===== src/rtl/wb_merge_if.sv =====
// wb_merge_if: bundles the EX/LSU result inputs and the register-file write
// port of wb_merge.
// Handshake: the load channel moves a beat on every clk edge where
// ld_valid && ld_ready are both 1. ld_ready depends only on registered state.
// The ALU channel has no ready: an alu_valid beat is always consumed.
interface wb_merge_if;
  logic        alu_valid;
  logic [4:0]  alu_rd;
  logic [31:0] alu_data;
  logic        ld_valid;
  logic        ld_ready;
  logic [4:0]  ld_rd;
  logic [31:0] ld_data;
  logic [2:0]  ld_funct3;
  logic [1:0]  ld_addr_lo;
  logic        w_regs_en;
  logic [4:0]  w_regs_addr;
  logic [31:0] w_regs_data;
  logic [31:0] pend_mask;

  // Upstream side (EX/LSU driver) and consumer of the write port.
  modport master (
    output alu_valid, alu_rd, alu_data,
    output ld_valid, ld_rd, ld_data, ld_funct3, ld_addr_lo,
    input  ld_ready,
    input  w_regs_en, w_regs_addr, w_regs_data, pend_mask
  );

  // The writeback merge block itself.
  modport slave (
    input  alu_valid, alu_rd, alu_data,
    input  ld_valid, ld_rd, ld_data, ld_funct3, ld_addr_lo,
    output ld_ready,
    output w_regs_en, w_regs_addr, w_regs_data, pend_mask
  );
endinterface


===== src/rtl/wb_merge.sv =====
// wb_merge: merges single-cycle ALU results with formatted load results into
// one registered register-file write per cycle. Loads wait in a DEPTH-entry
// FIFO; ALU results always take priority and kill older buffered loads to the
// same register.
// Optional macro WB_SCOREBOARD_EN builds pend_mask (loads accepted but not
// yet written); without it pend_mask is tied to zero.
module wb_merge #(
  parameter int DEPTH = 4,
  parameter int AW    = 2
) (
  input  logic       clk,
  input  logic       rst,
  wb_merge_if.slave  bus
);

  // FIFO storage: live flag, destination and formatted data per entry.
  logic [DEPTH-1:0] live_q, live_d;
  logic [4:0]       rd_q   [DEPTH];
  logic [4:0]       rd_d   [DEPTH];
  logic [31:0]      dat_q  [DEPTH];
  logic [31:0]      dat_d  [DEPTH];
  logic [AW-1:0]    wr_ptr_q, wr_ptr_d;
  logic [AW-1:0]    rd_ptr_q, rd_ptr_d;
  logic [AW:0]      count_q, count_d;

  // Registered write port.
  logic             w_en_q, w_en_d;
  logic [4:0]       w_addr_q, w_addr_d;
  logic [31:0]      w_data_q, w_data_d;

  logic             push;
  logic             pop;
  logic             kill;
  logic [31:0]      ld_fmt;
  logic [7:0]       ld_byte;
  logic [15:0]      ld_half;
  logic             head_live;
  logic [4:0]       head_rd;
  logic [31:0]      head_data;

  assign bus.ld_ready = (count_q != (AW+1)'(DEPTH));
  assign push         = bus.ld_valid && bus.ld_ready;
  assign pop          = !bus.alu_valid && (count_q != '0);
  assign kill         = bus.alu_valid && (bus.alu_rd != 5'd0);
  assign head_live    = live_q[rd_ptr_q];
  assign head_rd      = rd_q[rd_ptr_q];
  assign head_data    = dat_q[rd_ptr_q];

  // Extract the addressed byte/half and extend it before it enters the FIFO.
  always_comb begin
    ld_byte = 8'(bus.ld_data >> {bus.ld_addr_lo, 3'b000});
    ld_half = 16'(bus.ld_data >> {bus.ld_addr_lo[1], 4'b0000});
    case (bus.ld_funct3)
      3'b000:  ld_fmt = {{24{ld_byte[7]}}, ld_byte};
      3'b100:  ld_fmt = {24'd0, ld_byte};
      3'b001:  ld_fmt = {{16{ld_half[15]}}, ld_half};
      3'b101:  ld_fmt = {16'd0, ld_half};
      default: ld_fmt = bus.ld_data;
    endcase
  end

  // FIFO next state: kill matching older entries, then push, advance pointers.
  always_comb begin
    live_d   = live_q;
    rd_d     = rd_q;
    dat_d    = dat_q;
    wr_ptr_d = wr_ptr_q;
    rd_ptr_d = rd_ptr_q;
    count_d  = count_q + (AW+1)'(push) - (AW+1)'(pop);
    // Free slots may be cleared too; a push always re-sets live.
    for (int i = 0; i < DEPTH; i++) begin
      if (kill && (rd_q[i] == bus.alu_rd)) live_d[i] = 1'b0;
    end
    if (push) begin
      live_d[wr_ptr_q] = 1'b1;
      rd_d[wr_ptr_q]   = bus.ld_rd;
      dat_d[wr_ptr_q]  = ld_fmt;
      wr_ptr_d         = wr_ptr_q + AW'(1);
    end
    if (pop) rd_ptr_d = rd_ptr_q + AW'(1);
  end

  // Write port select: ALU first, else a live FIFO head; rd=0 never writes.
  always_comb begin
    w_en_d   = 1'b0;
    w_addr_d = w_addr_q;
    w_data_d = w_data_q;
    if (bus.alu_valid) begin
      if (bus.alu_rd != 5'd0) begin
        w_en_d   = 1'b1;
        w_addr_d = bus.alu_rd;
        w_data_d = bus.alu_data;
      end
    end else if (pop && head_live && (head_rd != 5'd0)) begin
      w_en_d   = 1'b1;
      w_addr_d = head_rd;
      w_data_d = head_data;
    end
  end

  // Control state and write port registers with synchronous reset.
  always_ff @(posedge clk) begin
    if (rst) begin
      live_q   <= '0;
      wr_ptr_q <= '0;
      rd_ptr_q <= '0;
      count_q  <= '0;
      w_en_q   <= 1'b0;
      w_addr_q <= 5'd0;
      w_data_q <= 32'd0;
    end else begin
      live_q   <= live_d;
      wr_ptr_q <= wr_ptr_d;
      rd_ptr_q <= rd_ptr_d;
      count_q  <= count_d;
      w_en_q   <= w_en_d;
      w_addr_q <= w_addr_d;
      w_data_q <= w_data_d;
    end
  end

  // Entry payload needs no reset: it is only read while live/occupied.
  always_ff @(posedge clk) begin
    rd_q  <= rd_d;
    dat_q <= dat_d;
  end

  assign bus.w_regs_en   = w_en_q;
  assign bus.w_regs_addr = w_addr_q;
  assign bus.w_regs_data = w_data_q;

`ifdef WB_SCOREBOARD_EN
  logic [31:0]      pend_q, pend_d;
  logic [DEPTH-1:0] occ;
  logic             other_live;

  // Mark which slots currently hold buffered entries.
  always_comb begin
    occ = '0;
    for (int i = 0; i < DEPTH; i++) begin
      occ[i] = ({1'b0, AW'(AW'(i) - rd_ptr_q)} < count_q);
    end
  end

  // Another live entry for the head's rd keeps its pending bit set on pop.
  always_comb begin
    other_live = 1'b0;
    for (int i = 0; i < DEPTH; i++) begin
      if (occ[i] && live_q[i] && (rd_q[i] == head_rd) && (AW'(i) != rd_ptr_q))
        other_live = 1'b1;
    end
  end

  // Pending mask update; a same-cycle set overrides any clear.
  always_comb begin
    pend_d = pend_q;
    if (pop && head_live && !other_live) pend_d[head_rd] = 1'b0;
    if (kill) pend_d[bus.alu_rd] = 1'b0;
    if (push && (bus.ld_rd != 5'd0)) pend_d[bus.ld_rd] = 1'b1;
  end

  // Pending mask register.
  always_ff @(posedge clk) begin
    if (rst) pend_q <= 32'd0;
    else     pend_q <= pend_d;
  end

  assign bus.pend_mask = pend_q;
`else
  assign bus.pend_mask = 32'd0;
`endif

endmodule


===== src/flat_wrapper.sv =====
// flat-port wrapper written by rule: the top's interface ports become plain ports
module wb_merge_flat 
#(
  parameter int DEPTH = 4,
  parameter int AW    = 2
)
  (clk, rst, bus_alu_valid, bus_alu_rd, bus_alu_data, bus_ld_valid, bus_ld_rd, bus_ld_data, bus_ld_funct3, bus_ld_addr_lo, bus_ld_ready, bus_w_regs_en, bus_w_regs_addr, bus_w_regs_data, bus_pend_mask);
  wb_merge_if bus_i ();
  input  logic clk;
  input  logic rst;
  input wire logic [$bits(bus_i.alu_valid)-1:0] bus_alu_valid;
  input wire logic [$bits(bus_i.alu_rd)-1:0] bus_alu_rd;
  input wire logic [$bits(bus_i.alu_data)-1:0] bus_alu_data;
  input wire logic [$bits(bus_i.ld_valid)-1:0] bus_ld_valid;
  input wire logic [$bits(bus_i.ld_rd)-1:0] bus_ld_rd;
  input wire logic [$bits(bus_i.ld_data)-1:0] bus_ld_data;
  input wire logic [$bits(bus_i.ld_funct3)-1:0] bus_ld_funct3;
  input wire logic [$bits(bus_i.ld_addr_lo)-1:0] bus_ld_addr_lo;
  output wire logic [$bits(bus_i.ld_ready)-1:0] bus_ld_ready;
  output wire logic [$bits(bus_i.w_regs_en)-1:0] bus_w_regs_en;
  output wire logic [$bits(bus_i.w_regs_addr)-1:0] bus_w_regs_addr;
  output wire logic [$bits(bus_i.w_regs_data)-1:0] bus_w_regs_data;
  output wire logic [$bits(bus_i.pend_mask)-1:0] bus_pend_mask;
  assign bus_i.alu_valid = bus_alu_valid;
  assign bus_i.alu_rd = bus_alu_rd;
  assign bus_i.alu_data = bus_alu_data;
  assign bus_i.ld_valid = bus_ld_valid;
  assign bus_i.ld_rd = bus_ld_rd;
  assign bus_i.ld_data = bus_ld_data;
  assign bus_i.ld_funct3 = bus_ld_funct3;
  assign bus_i.ld_addr_lo = bus_ld_addr_lo;
  assign bus_ld_ready = bus_i.ld_ready;
  assign bus_w_regs_en = bus_i.w_regs_en;
  assign bus_w_regs_addr = bus_i.w_regs_addr;
  assign bus_w_regs_data = bus_i.w_regs_data;
  assign bus_pend_mask = bus_i.pend_mask;
  wb_merge #(.DEPTH(DEPTH), .AW(AW)) u_core (.clk(clk), .rst(rst), .bus(bus_i));
endmodule

===== config.mk =====
export PLATFORM = sky130hd
export DESIGN_NAME = wb_merge_flat
export DESIGN_NICKNAME = d
export VERILOG_FILES = /design/src/rtl/wb_merge_if.sv /design/src/rtl/wb_merge.sv /design/src/flat_wrapper.sv
export SDC_FILE = /design/constraint.sdc
export NUM_CORES = 1
export LEC_CHECK = 0
export ABC_AREA = 1
export CORE_ASPECT_RATIO = 0.9
export CORE_MARGIN = 2
export CORE_UTILIZATION = 58
export CTS_CLUSTER_DIAMETER = 40
export DETAILED_ROUTE_END_ITERATION = 16
export GPL_TIMING_DRIVEN = 0
export PLACE_DENSITY = 0.86
export SLEW_MARGIN = 0
export SYNTH_ARGS = -nofsm -noshare
export SYNTH_HDL_FRONTEND = slang
export SYNTH_SLANG_ARGS = --single-unit
export TNS_END_PERCENT = 30

===== constraint.sdc =====
create_clock -name clk -period 3.3 [get_ports clk]
set_input_delay 0.495 -clock clk [delete_from_list [all_inputs] [get_ports clk]]
set_output_delay 0.495 -clock clk [all_outputs]
set_load 0.02 [all_outputs]

==> flow_metrics.py <==
metrics = {
    "global_routing": {
        "grt_max_degree": 38,
        "grtUsageTotal": 0.293,
        "gr-total-overflow": 0,
        "grt_antenna_before_repair": 0,
        "grt_pass1_vias": 7152,
        "grt_pass1_wl_mm": 37.0,
    },
    "floorplan": {
        "die_x_um": 137,
        "placementRows": 43,
        "dieArea_sq_um": 17000,
        "start_util": 0.596,
        "core_area_sq_um": 15500,
        "ios": 154,
        "die_h_um": 124,
    },
    "timing": {
        "max_freq_ghz": 0.439,
        "setup_viol": 0,
        "slew_headroom": 0.342,
        "finClkSkew_ps": 12.7,
        "period_share": 0.691,
        "period_needed_ps": 2280,
        "finalHoldViolations": 0,
        "tightest_slew_ps": 986,
        "finalSetupTns_ps": 0,
        "holdWs_ps": 436,
        "grt_setup_unrepaired": "false",
        "finalMaxSlewViolations": 0,
    },
    "clock_tree": {
        "cts_max_level": 4,
        "clock_latency_ps": 450,
        "cts_tree": "done",
        "holdBufCountCts": 0,
        "cts.sinks": 197,
        "cts-root-buf": "clkbuf_16",
        "cts_max_path_buffers": 2,
        "path_clk_slew_ps": 70,
        "cts_resized": 0,
        "cts_setup_buffers": 0,
        "cts_buffers": 17,
    },
    "power": {
        "cellPowerDensity_nw_per_um2": 635,
        "leakagePower_nw": 4.66,
        "vdd_ir_drop_max_mv": 0.553,
    },
    "yosys": {
        "synth-seq-cells": 197,
        "synth_most_common_cell": "nand2_1",
        "synth_largest_area_cell": "edfxtp_1",
        "synth_area_per_cell_sq_um": 9.17,
        "async_flop_share": 0,
        "ys.warnings.count": 0,
        "synth-main-ff-cell": "edfxtp_1",
        "synth-edff-count": 148,
        "synth_top_area_share": 0.479,
        "synthTopCellsByArea": "edfxtp_1, dfxtp_1, nand2_1, o21ai_0, nor2_1",
        "synth_common_cells": "nand2_1, edfxtp_1, nor2_1",
        "postSynthCellCount": 1011,
        "synthesis.area_sq_um": 9270,
        "ys_seq_area_frac": 0.585,
        "ys_types": 28,
    },
    "final_layout": {
        "diodes": 0,
        "fin_nets": 1264,
        "stdcell_area_sq_um": 11400,
        "areaGrowthSynthToFinish_pct": 22.8,
        "drive_gt1_frac": 0.0817,
        "n_fill_cell": 1106,
        "post-route-util": 0.732,
    },
    "worst_hold_path": {
        "min_from": "rst",
        "hold_depth": 2,
        "min_to": "u_core.count_q[2]",
        "min_path_type": "in -> reg",
    },
    "critical_path": {
        "critPathSlowestCell": "clkdlybuf4s50_1",
        "r2r_start": "u_core.rd_ptr_q[0]",
        "r2r-end": "u_core.bus.w_regs_data[14]",
        "startpoint_type": "input port",
        "r2r_slack_ps": 1060,
        "worstRegToRegCells": 10,
        "cp.required_ps": 3420,
        "slowest_delay_ps": 500,
        "path_common_cell": "nor2_1",
        "path_cells": "clkdlybuf4s50_1 -> nor2_1 -> nand2_1 -> nor2_1 -> o31ai_2 -> buf_2 -> o21ai_0",
        "crit_buf_inv": 2,
        "cp.arrival_ps": 2400,
        "critPathCaptureType": "flop",
        "crit_fanout": 10,
        "path_delay_family": "buffers and inverters",
        "path_class": "in -> reg",
    },
    "placement": {
        "dp.final_hpwl_mm": 16.6,
        "port_buffers": 112,
        "place_congestion": 0.950,
        "placed_cell_area_sq_um": 10800,
    },
    "routing": {
        "drc": 0,
        "postRouteAntennaNets": 0,
        "wl_mm": 24.4,
        "vias_per_cell": 5.61,
        "vias": 7794,
        "dr.pass1.iters": 6,
        "wl_per_cell_um": 17.6,
        "drt_iter0_markers": 910,
    },
    "run": {
        "cap_violations": 0,
    },
    "status": {
        "outcome": "completed",
    },
}
stage by stage:
stage / setup WS (ps) / instances / total power, W
floorplan: 1260 / 1042 / 0.00441
global placement: 313 / 1356 / 0.00506
detailed placement: 581 / 1357 / 0.00511
CTS: 1050 / 1389 / 0.00719
global route: 884 / 1389 / 0.00755
finish: 1020 / 1389 / 0.00723
placed cells by master, fill, tap and decap left out, types with 32 or more instances in the layout:
cell and count:
a21oi_1 51, buf_4 37, clkdlybuf4s50_1 112, conb_1 32, dfxtp_1 49, edfxtp_1 148
inv_1 75, nand2_1 223, nand3_1 49, nor2_1 123, o21ai_0 100, o22ai_1 34
per-layer routing:
layer / wire (um) / up-vias / share of wire / track usage
met1: 9530 / 3592 / 0.39 / 0.392
met3: 2340 / 59 / 0.096 / 0.0574
met5: 0 / - / 0 / 0
li1: - / 3656 / - / -
met2: 11900 / 487 / 0.49 / 0.478
met4: 623 / 0 / 0.026 / 0.110
flip-flops by register name (all words and copies together), names as in the netlist:
signal	flops
u_core.dat_q	128
u_core.bus.w_regs_data	32
u_core.rd_q	20
u_core.bus.w_regs_addr	5
u_core.live_q	4
u_core.count_q	3
u_core.rd_ptr_q	2
u_core.wr_ptr_q	2
u_core.bus.w_regs_en	1
cell families (layout without fill, tap and decap cells):
kind of cell / Yosys count / in the layout / synth area share
compound gates: 201 / 201 / 0.119
buf+inv: 178 / 323 / 0.0915
flops: 197 / 197 / 0.585
fa+ha+maj: 7 / 7 / 0.0103
xor+xnor: 22 / 22 / 0.0208
simple gates: 405 / 405 / 0.173
other cells: 1 / 32 / 0.000404
power by group:
part / internal [W] / leakage (nW) / total [W] / switching, W
Combinational: 0.000709 / 2.59 / 0.00200 / 0.00129
Sequential: 0.00301 / 1.77 / 0.00313 / 0.000124
Clock: 0.00109 / 0.297 / 0.00210 / 0.00101
final cells by class:
type | count | area (sq um) | share of cell area
sequential | 197 | 5430 | 0.476
timing repair buffer | 113 | 1140 | 0.100
multi-input combinational | 667 | 3110 | 0.273
tap | 202 | 253 | 0.0222
clock inverter | 15 | 180 | 0.0158
clock buffer | 17 | 425 | 0.0374
inverter | 81 | 304 | 0.0267
buffer | 97 | 544 | 0.0478
worst max-delay path by stage:
stage,from,end,cells after the start
final,bus_ld_funct3[0],u_core.dat_q[94],7
after global placement,bus_ld_valid,u_core.dat_q[116],5
after CTS,bus_ld_funct3[0],u_core.dat_q[27],7
after detailed placement,bus_ld_funct3[0],u_core.dat_q[27],7
after floorplan,u_core.count_q[1],u_core.dat_q[0],6
after global routing,bus_ld_funct3[0],u_core.dat_q[27],7
(Power assumes the default switching activity.)
